### src/rtl/odu_chk_data_top.sv
// odu_chk_data_top: receive-side checker for the ODU data stream.
// Acquires frame/row alignment on one configurable channel, counts frames
// and alignment errors, and exposes control/status/counters on a 16-bit
// chip-select/write/output-enable config bus.
// Optional build macro: ODU_CHK_PAYLOAD_EN enables the per-beat payload
// compare and the PAYLOAD_ERR_CNT register (address 0x6).
module odu_chk_data_top #(
  parameter int CHID_W        = 7,
  parameter int DATA_W        = 384,
  parameter int ROW_BEATS_RST = 8,
  parameter int UNLOCK_FRAMES = 3
) (
  input  logic              clk,
  input  logic              rst,
  input  logic              cfg_n_cs,
  input  logic              cfg_n_we,
  input  logic              cfg_n_oe,
  input  logic [3:0]        cfg_addr,
  input  logic [15:0]       cfg_din,
  output logic [15:0]       cfg_dout,
  input  logic [CHID_W-1:0] chid_in,
  input  logic [DATA_W+2:0] data_in
);

  typedef enum logic [1:0] {
    ST_HUNT    = 2'd0,
    ST_PRESYNC = 2'd1,
    ST_SYNC    = 2'd2
  } state_t;

  localparam logic [7:0] RB_RST_C = 8'(ROW_BEATS_RST);
  localparam logic [7:0] UNLOCK_C = 8'(UNLOCK_FRAMES);

  // Saturating 16-bit increment for the error counters.
  function automatic logic [15:0] sat_inc(input logic [15:0] v);
    sat_inc = (v == 16'hFFFF) ? v : (v + 16'd1);
  endfunction

  // Configuration registers and write-strobe edge detector
  logic              prev_idle_r;
  logic              ctrl_en_r;
  logic [CHID_W-1:0] ctrl_chid_r;
  logic [7:0]        row_beats_r;
  logic              wr_s;
  logic              wr_ctrl_s;
  logic              clr_s;
  logic              chid_change_s;

  // Input pipeline stage
  logic              v_r;
  logic              fs_r;
  logic              rs_r;
  logic [CHID_W-1:0] chid_r;

  // Alignment tracking
  state_t            state_r;
  logic [7:0]        beat_r;
  logic [1:0]        row_r;
  logic [7:0]        consec_r;
  logic              cur_err_r;

  // Counters
  logic [15:0]       frame_cnt_r;
  logic [15:0]       row_err_cnt_r;
  logic [15:0]       frame_err_cnt_r;
  logic              sticky_r;
  logic [15:0]       cfg_dout_r;

  // Combinational decode
  logic              qual_s;
  logic              run_s;
  logic              exp_rs_s;
  logic              exp_fs_s;
  logic              row_err_s;
  logic              frm_err_s;
  logic              hdr_err_s;
  logic              pay_err_s;
  logic              sync_err_s;
  logic              last_beat_s;
  logic [7:0]        next_beat_s;
  logic [1:0]        next_row_s;
  logic [7:0]        base_s;
  logic              drop_s;
  logic              lock_s;
  logic [15:0]       rd_data_s;
  logic [15:0]       pay_rd_s;
  logic              unused_bits_s;

  assign wr_s          = !cfg_n_cs && !cfg_n_we && prev_idle_r;
  assign wr_ctrl_s     = wr_s && (cfg_addr == 4'h0);
  assign clr_s         = wr_ctrl_s && cfg_din[1];
  assign chid_change_s = wr_ctrl_s && (cfg_din[8 +: CHID_W] != ctrl_chid_r);
  assign lock_s        = (state_r == ST_SYNC);

`ifdef ODU_CHK_PAYLOAD_EN
  logic [DATA_W-1:0] payload_r;
  logic [7:0]        idx_r;
  logic [7:0]        next_idx_s;
  logic [15:0]       pay_cnt_r;

  assign pay_err_s     = (payload_r != {(DATA_W/8){idx_r}});
  assign next_idx_s    = (last_beat_s && (row_r == 2'd3)) ? 8'd0 : (idx_r + 8'd1);
  assign pay_rd_s      = pay_cnt_r;
  assign unused_bits_s = cfg_din[15];

  // Payload pipeline register, aligned with the header bits
  always_ff @(posedge clk or posedge rst) begin
    if (rst) begin
      payload_r <= {DATA_W{1'b0}};
    end else begin
      payload_r <= data_in[DATA_W-1:0];
    end
  end

  // Frame beat index: 1 after the aligning beat, then follows the position
  always_ff @(posedge clk or posedge rst) begin
    if (rst) begin
      idx_r <= 8'd0;
    end else if (run_s && qual_s) begin
      if (state_r == ST_HUNT) begin
        idx_r <= 8'd1;
      end else begin
        idx_r <= next_idx_s;
      end
    end else begin
      idx_r <= idx_r;
    end
  end

  // Payload error counter: SYNC only, saturating, clear wins
  always_ff @(posedge clk or posedge rst) begin
    if (rst) begin
      pay_cnt_r <= 16'd0;
    end else if (clr_s) begin
      pay_cnt_r <= 16'd0;
    end else if (run_s && qual_s && (state_r == ST_SYNC) && pay_err_s) begin
      pay_cnt_r <= sat_inc(pay_cnt_r);
    end else begin
      pay_cnt_r <= pay_cnt_r;
    end
  end
`else
  assign pay_err_s     = 1'b0;
  assign pay_rd_s      = 16'd0;
  assign unused_bits_s = ^{cfg_din[15], data_in[DATA_W-1:0]};
`endif

  // Config register writes; a held strobe produces exactly one write
  always_ff @(posedge clk or posedge rst) begin
    if (rst) begin
      prev_idle_r <= 1'b1;
      ctrl_en_r   <= 1'b0;
      ctrl_chid_r <= {CHID_W{1'b0}};
      row_beats_r <= RB_RST_C;
    end else begin
      prev_idle_r <= cfg_n_cs | cfg_n_we;
      if (wr_ctrl_s) begin
        ctrl_en_r   <= cfg_din[0];
        ctrl_chid_r <= cfg_din[8 +: CHID_W];
      end
      if (wr_s && (cfg_addr == 4'h1)) begin
        row_beats_r <= cfg_din[7:0];
      end
    end
  end

  // One register stage on the incoming beat
  always_ff @(posedge clk or posedge rst) begin
    if (rst) begin
      v_r    <= 1'b0;
      fs_r   <= 1'b0;
      rs_r   <= 1'b0;
      chid_r <= {CHID_W{1'b0}};
    end else begin
      v_r    <= data_in[DATA_W+2];
      fs_r   <= data_in[DATA_W+1];
      rs_r   <= data_in[DATA_W];
      chid_r <= chid_in;
    end
  end

  // Beat qualification, expected markers, next position and unlock decision
  always_comb begin
    qual_s      = v_r && (chid_r == ctrl_chid_r);
    run_s       = ctrl_en_r && (row_beats_r >= 8'd2);
    exp_rs_s    = (beat_r == 8'd0);
    exp_fs_s    = exp_rs_s && (row_r == 2'd0);
    row_err_s   = (rs_r != exp_rs_s);
    frm_err_s   = (fs_r != exp_fs_s);
    hdr_err_s   = row_err_s || frm_err_s;
    sync_err_s  = hdr_err_s || pay_err_s;
    last_beat_s = (beat_r >= (row_beats_r - 8'd1));
    if (last_beat_s) begin
      next_beat_s = 8'd0;
      next_row_s  = row_r + 2'd1;
    end else begin
      next_beat_s = beat_r + 8'd1;
      next_row_s  = row_r;
    end
    // base_s: consecutive errored frames completed before this beat's frame
    if (exp_fs_s) begin
      base_s = cur_err_r ? (consec_r + 8'd1) : 8'd0;
    end else begin
      base_s = consec_r;
    end
    // Drop lock as soon as the current frame becomes the Nth errored frame
    drop_s = sync_err_s && (exp_fs_s || !cur_err_r) && ((base_s + 8'd1) >= UNLOCK_C);
  end

  // HUNT/PRESYNC/SYNC alignment state machine with free-running position
  always_ff @(posedge clk or posedge rst) begin
    if (rst) begin
      state_r   <= ST_HUNT;
      beat_r    <= 8'd0;
      row_r     <= 2'd0;
      consec_r  <= 8'd0;
      cur_err_r <= 1'b0;
    end else if (!run_s || chid_change_s) begin
      state_r   <= ST_HUNT;
      consec_r  <= 8'd0;
      cur_err_r <= 1'b0;
    end else if (qual_s) begin
      case (state_r)
        ST_HUNT: begin
          if (fs_r && rs_r) begin
            beat_r  <= 8'd1;
            row_r   <= 2'd0;
            state_r <= ST_PRESYNC;
          end
        end
        ST_PRESYNC: begin
          beat_r <= next_beat_s;
          row_r  <= next_row_s;
          if (hdr_err_s) begin
            state_r <= ST_HUNT;
          end else if (exp_fs_s) begin
            state_r   <= ST_SYNC;
            consec_r  <= 8'd0;
            cur_err_r <= 1'b0;
          end
        end
        ST_SYNC: begin
          beat_r <= next_beat_s;
          row_r  <= next_row_s;
          if (drop_s) begin
            state_r   <= ST_HUNT;
            consec_r  <= 8'd0;
            cur_err_r <= 1'b0;
          end else begin
            consec_r  <= base_s;
            cur_err_r <= (exp_fs_s ? 1'b0 : cur_err_r) | sync_err_s;
          end
        end
        default: begin
          state_r <= ST_HUNT;
        end
      endcase
    end
  end

  // Frame and header-error counters plus sticky error; clear has priority
  always_ff @(posedge clk or posedge rst) begin
    if (rst) begin
      frame_cnt_r     <= 16'd0;
      row_err_cnt_r   <= 16'd0;
      frame_err_cnt_r <= 16'd0;
      sticky_r        <= 1'b0;
    end else if (clr_s) begin
      frame_cnt_r     <= 16'd0;
      row_err_cnt_r   <= 16'd0;
      frame_err_cnt_r <= 16'd0;
      sticky_r        <= 1'b0;
    end else if (run_s && qual_s && (state_r == ST_SYNC)) begin
      if (exp_fs_s && fs_r) begin
        frame_cnt_r <= frame_cnt_r + 16'd1;
      end
      if (row_err_s) begin
        row_err_cnt_r <= sat_inc(row_err_cnt_r);
      end
      if (frm_err_s) begin
        frame_err_cnt_r <= sat_inc(frame_err_cnt_r);
      end
      sticky_r <= sticky_r | sync_err_s;
    end
  end

  // Register read multiplexer
  always_comb begin
    case (cfg_addr)
      4'h0:    rd_data_s = {1'b0, ctrl_chid_r, 6'd0, 1'b0, ctrl_en_r};
      4'h1:    rd_data_s = {8'd0, row_beats_r};
      4'h2:    rd_data_s = {12'd0, 2'(state_r), sticky_r, lock_s};
      4'h3:    rd_data_s = frame_cnt_r;
      4'h4:    rd_data_s = row_err_cnt_r;
      4'h5:    rd_data_s = frame_err_cnt_r;
      4'h6:    rd_data_s = pay_rd_s;
      default: rd_data_s = 16'd0;
    endcase
  end

  // Registered read data, zero unless selected and output-enabled
  always_ff @(posedge clk or posedge rst) begin
    if (rst) begin
      cfg_dout_r <= 16'd0;
    end else if (!cfg_n_cs && !cfg_n_oe) begin
      cfg_dout_r <= rd_data_s;
    end else begin
      cfg_dout_r <= 16'd0;
    end
  end

  assign cfg_dout = cfg_dout_r;

endmodule

### config.mk
export PLATFORM = sky130hd
export DESIGN_NAME = odu_chk_data_top
export DESIGN_NICKNAME = d
export VERILOG_FILES = /design/src/rtl/odu_chk_data_top.sv
export SDC_FILE = /design/constraint.sdc
export NUM_CORES = 1
export LEC_CHECK = 0
export BUFFER_PORTS_ARGS = -buffer_cell sky130_fd_sc_hd__buf_2
export CORE_AREA = 8 8 162 164
export CTS_CLUSTER_DIAMETER = 50
export DETAILED_ROUTE_END_ITERATION = 10
export DIE_AREA = 0 0 170 172
export GPL_TIMING_DRIVEN = 1
export PLACE_DENSITY = 0.67
export SYNTH_ARGS = -nofsm -noshare
export SYNTH_HDL_FRONTEND = slang
export SYNTH_SLANG_ARGS = --single-unit
### constraint.sdc
create_clock -name clk -period 8.7 [get_ports clk]
set_input_delay 1.305 -clock clk [delete_from_list [all_inputs] [get_ports clk]]
set_output_delay 1.305 -clock clk [all_outputs]
set_load 0.02 [all_outputs]
; Word level (Yosys, flattened, before mapping)
; Cells that the tools add are included.
[totals]
input_bits = 419
output_inout_bits = 16
register_bits = 113
[op_classes]
magnitude_cmp = 3
n_mux = 42
add_sub_neg = 8
reduce_logical = 44
n_eq_ne = 22
n_bitwise = 4
[op_table]
columns = op, n
row1 = $mux 16, 12
row2 = $pmux 16 s6, 1
row3 = $mux 8, 9
row4 = $add 16x1->16 const B, 3
row5 = $eq 16x16->1 const B, 2
row6 = $pmux 8 s2, 2
row7 = $add 8x1->8 const B, 3
row8 = $ge 8x2->1 const B, 2
row9 = $logic_and 1x1->1, 16
row10 = $mux 2, 8
row11 = $reduce_and 4->1, 3
row12 = $reduce_bool 2->1, 6
row13 = $ne 3x3->1 const B, 3
row14 = $reduce_and 3->1, 3
row15 = $eq 4x2->1 const B, 2
row16 = $eq 4x3->1 const B, 2
row17 = $ge 8x8->1, 1
row18 = $logic_not 8->1, 1
row19 = $sub 8x1->8 const B, 1
row20 = $eq 7x7->1, 1
row21 = $mux 1, 7
row22 = $ne 7x7->1, 1
row23 = $ne 2x2->1 const B, 3
row24 = $pmux 2 s3, 1
row25 = other kinds (20), 30

; Depth between registers and ports, before layout
[logic_depth]
depth_word = 10
mapped_depth = 15
depth_no_buf = 13

; Worst setup path after synthesis
; No wires, ideal clock.
[synth_timing]
kind = input -> register
from = in cfg_addr[1]
to = reg beat_r[4]
t_required_ps = 8579
path_slack_ps = 5311
arrival_time_ps = 3268
path_stages = 6
setup_time_ps = 121
cell_sequence = nor4_2 nand3_1 o21ai_1 nor3_1 nor2b_1 a22o_1
[synth_between]
elab_chain_len = 6
[synth_rtl]
columns = item, line_no
row1 = from (decl), 18  ; input logic [3:0] cfg_addr,
row2 = $logic_not 4->1, 90  ; assign wr_ctrl_s = wr_s && (cfg_addr == 4'h0);
row3 = $logic_and 1x1->1, 90
row4 = $logic_and 1x1->1, 92  ; assign chid_change_s = wr_ctrl_s && (cfg_din[8 +: CHID_W] != ctrl_chid_r);
row5 = $logic_or 1x1->1, 218  ; end else if (!run_s || chid_change_s) begin
row6 = $not 1->1 (no source line), n/a
row7 = $reduce_and 4->1 (no source line), n/a
row8 = to (signal assigned), 232  ; beat_r <= next_beat_s;
row9 = to (signal assigned), 243  ; beat_r <= next_beat_s;
row10 = to (decl), 57  ; logic [7:0] beat_r;
; Every way passes these cells.
; A chain may end at the register's enable or synchronous reset.

; Worst setup path in the final report
[layout_timing]
from = in cfg_addr[1]
to = reg frame_cnt_r[15]
[layout_between]
elab_chain_len = 5
elab_cells_between_ends = 7
[layout_rtl]
columns = item, line_no
row1 = $logic_not 4->1 *, 90
row2 = $logic_and 1x1->1 *, 90
row3 = $logic_and 1x1->1 *, 91  ; assign clr_s = wr_ctrl_s && cfg_din[1];
row4 = $reduce_bool 2->1 (no source line), n/a
row5 = $reduce_and 2->1 (no source line), n/a
row6 = to (signal assigned), 275  ; frame_cnt_r <= frame_cnt_r + 16'd1;
row7 = to (decl), 63  ; logic [15:0] frame_cnt_r;
; Mark *: on every way between the ends. The rest lies on a longest branch, timed or not.

==> impl_metrics.py <==
metrics = {
    "route": {
        "drcViolationCount": 0,
        "dr_total_vias": 4915,
        "antenna_left": 0,
        "drtPass1Iterations": 8,
        "wire_per_inst_um": 15.01,
        "wl_um": 15160,
        "drt_iter0_drc": 484,
        "routed_via_density": 4.866,
    },
    "floorplan": {
        "die_h_um": 172,
        "die_w_um": 170,
        "row_count": 57,
        "ios": 435,
        "core_area_um2": 23820,
        "initial_core_util": 0.2580,
        "die_area_um2": 29240,
    },
    "global_routing": {
        "grt_usage": 0.1072,
        "met1_usage": 0.1427,
        "grt_overflow": 0,
        "grtUsageMet3": 0.02329,
        "grt_pass1_wl_um": 24780,
        "grt_max_degree": 77,
        "use_met2": 0.1658,
        "antenna_found_initial": 0,
        "grt_pass1_vias": 4766,
        "top_usage_layer": "met2",
    },
    "logic_synthesis": {
        "yosysTopAreaCell": "dfrtp_1",
        "synth.most_common_cell": "dfrtp_1",
        "ys_top_cells_by_area": "dfrtp_1, xor2_1, ha_1, nor2_1, xnor2_1",
        "async_flop_share": 1.000,
        "syn_inst": 625,
        "synthFlopType": "dfrtp_1",
        "synth-edff-count": 0,
        "synthDistinctLibCells": 63,
        "synth_top_area_share": 0.4520,
        "seq_area_frac_synth": 0.4605,
        "ys_ff_latch": 113,
        "yosys-top-cells-count": "dfrtp_1, nor2_1, nand2_1",
        "yosys_warnings": 0,
        "synth.avg_cell_area_um2": 9.833,
        "synth_nets": 1067,
        "syn_area_um2": 6146,
    },
    "critical_path": {
        "end_kind": "flop",
        "slowest_delay_ns": 0.87,
        "crit_type": "in2reg",
        "cp_common_cell": "nand3_1",
        "crit_fanout": 49,
        "worst_r2r_path_depth": 11,
        "reg2reg_slack_ns": 4.86,
        "path_cells": "buf_2 > nor4_2 > nand3_1 > nor2_2 > buf_4 > inv_1 > a211oi_1 > nand3_1 > xor2_1 > nor2_1",
        "crit_arrival_ns": 4.69,
        "required_ns": 8.98,
        "slowest_stage": "nor4_2",
        "regToRegEndpoint": "consec_r[3]",
        "worstSetupStartpointType": "primary input",
        "worstReg2RegStart": "beat_r[0]",
    },
    "sta": {
        "worst_pin_slew_ns": 1.025,
        "min_period_over_period": 0.5066,
        "finalSetupViolCount": 0,
        "finalClockSkew_ns": 0.01132,
        "maxSlewViolCount": 0,
        "slew_headroom": 0.3138,
        "fin_ws_ns": 4.293,
        "setup_tns_ns": 0,
        "finalHoldViolations": 0,
        "period_minus_slack_ns": 4.407,
        "rsz0062_at_grt": "no",
        "max_freq_ghz": 0.2269,
    },
    "clock_network": {
        "root_buffer": "clkbuf_16",
        "clock_latency_ns": 0.41,
        "cts_setup_buffers": 0,
        "cts_hold_buf": 0,
        "cts_resized": 0,
        "htreeDepth": 4,
        "clock_sink_count": 113,
        "ctsLongestPathBuffers": 2,
        "numCtsBuffers": 17,
        "path_clk_slew_ns": 0.05,
        "tritoncts": "yes",
    },
    "power": {
        "p_comb_frac": 0.140,
        "swShare": 0.2804,
        "seq_power_share": 0.437,
        "p_leak_uw": 0.003024,
        "powerDensity_nw_per_um2": 204.1,
        "p_switching_uw": 417.3,
        "internal_power_uw": 1071,
        "clockPowerShare": 0.423,
        "worst_ir_drop_vdd_v": 0.00009170,
    },
    "min_path": {
        "hold_end": "sticky_r",
        "hold_start": "sticky_r",
        "hold_class": "reg2reg",
        "holdPathStages": 2,
    },
    "placed_design": {
        "pre_cts_ws_ns": 3.901,
        "place.gp.congestion": 0.8316,
        "hpwlAfterDp_um": 11110,
        "portBuffers": 49,
    },
    "flow_run": {
        "maxCapViolCount": 0,
    },
    "final_layout": {
        "syn_to_final_growth_pct": 18.63,
        "diodes": 0,
        "nFillCells": 2497,
        "nets": 1115,
        "drive_gt1_frac": 0.1633,
    },
    "status": {
        "status": "complete, no violations",
    },
}
-- metal layers --
metal  share of wire  vias up  routed length (um)
met5               0        -                   0
met4           0.023        0                 347
met1            0.47     2396                7153
li1                -     2351                   -
met3           0.041       26                 617
met2            0.46      142                7039
-- state kept, by name, indices dropped and copies added, names as in the netlist, 2 cells and up --
register and cells:
chid_r 7, state_r 2, frame_err_cnt_r 16, ctrl_chid_r 7, beat_r 8, row_err_cnt_r 16
consec_r 8, row_r 2, row_beats_r 8, cfg_dout 16, frame_cnt_r 16
-- per-stage QoR --
step           cell area [um2]    util  cells  total power, uW  hold WS (ns)
2_1_floorplan             6146       -    625            799.5        0.4671
3_3_place_gp              6743  0.2831    978            860.1        0.4897
6_report                  7291  0.3061   1010             1488        0.5072
5_1_grt                   7291  0.3061   1010             1565        0.5362
3_5_place_dp              6743  0.2831    978            866.5        0.5013
4_1_cts                   7291  0.3061   1010             1503        0.5151
-- placed cells by master (no fill, tap or decap), types with 5 or more instances in the layout --
| cell | Yosys | final |
|---|---|---|
| nand3_1 | 33 | 33 |
| a222oi_1 | 15 | 15 |
| a21oi_1 | 28 | 28 |
| o21ai_0 | 19 | 19 |
| and3_1 | 13 | 13 |
| nor2b_1 | 5 | 5 |
| nor2_1 | 70 | 69 |
| xnor2_1 | 29 | 29 |
| a22oi_1 | 8 | 8 |
| dfrtp_1 | 111 | 111 |
| or3_1 | 11 | 11 |
| ha_1 | 23 | 23 |
| nor4_1 | 5 | 5 |
| mux2_2 | 15 | 15 |
| nand2_1 | 45 | 45 |
| clkinvlp_4 | 0 | 5 |
| nor4b_1 | 5 | 5 |
| nor3_1 | 16 | 15 |
| xor2_1 | 35 | 35 |
| o21ai_1 | 6 | 6 |
| a22o_1 | 9 | 9 |
| inv_1 | 23 | 22 |
| a21o_1 | 9 | 9 |
| nand4_1 | 9 | 9 |
| buf_2 | 2 | 49 |
| clkbuf_16 | 0 | 17 |
-- final cells by class --
type	count	area (um2)	share of cell area
Clock inverter	8	56.30	0.007723
Clock buffer	24	491.7	0.06744
Timing Repair Buffer	53	275.3	0.03776
Inverter	23	88.84	0.01218
Multi-Input combinational cell	465	3143	0.4311
Sequential cell	113	2830	0.3882
Tap cell	324	405.4	0.05560
-- cell families (layout without fill, tap and decap cells) --
kind of cell / after synthesis / after routing / synth area share
AO/OA/AOI/OAI: 121 / 121 / 0.1403
flip-flops: 113 / 113 / 0.4605
buffers and inverters: 47 / 108 / 0.03033
XOR/XNOR: 64 / 64 / 0.09120
adder cells (fa/ha/maj): 23 / 23 / 0.04682
AND/OR/NAND/NOR: 238 / 238 / 0.1969
multiplexers: 19 / 19 / 0.03400
-- power by group through the flow --
stage	Combinational (uW)	Clock (uW)	Sequential [uW]
final	209	629	650
after global routing	240	666	659
after CTS	211	642	649
after detailed placement	209	0	658
after global placement	204	0	656
after floorplan	161	0	638
-- worst max-delay path: cells and delay by family --
family                 cells  cell delay [ns]
XOR/XNOR                   1             0.17
AND/OR/NAND/NOR            5             1.95
AO/OA/AOI/OAI              1             0.47
buffers and inverters      3             0.77
-- worst max path at each step --
stage                     cells after the start         from  slack, ns              end
after floorplan                               1          rst       4.41        beat_r[0]
after global placement                       10  cfg_addr[1]       3.94  frame_cnt_r[15]
after detailed placement                     10  cfg_addr[1]       3.90  frame_cnt_r[15]
after CTS                                    10  cfg_addr[1]       4.33  frame_cnt_r[15]
after global routing                         10  cfg_addr[1]       4.03  frame_cnt_r[15]
final                                        10  cfg_addr[1]       4.29  frame_cnt_r[15]
Note: power is estimated with default switching activity, not from simulation.
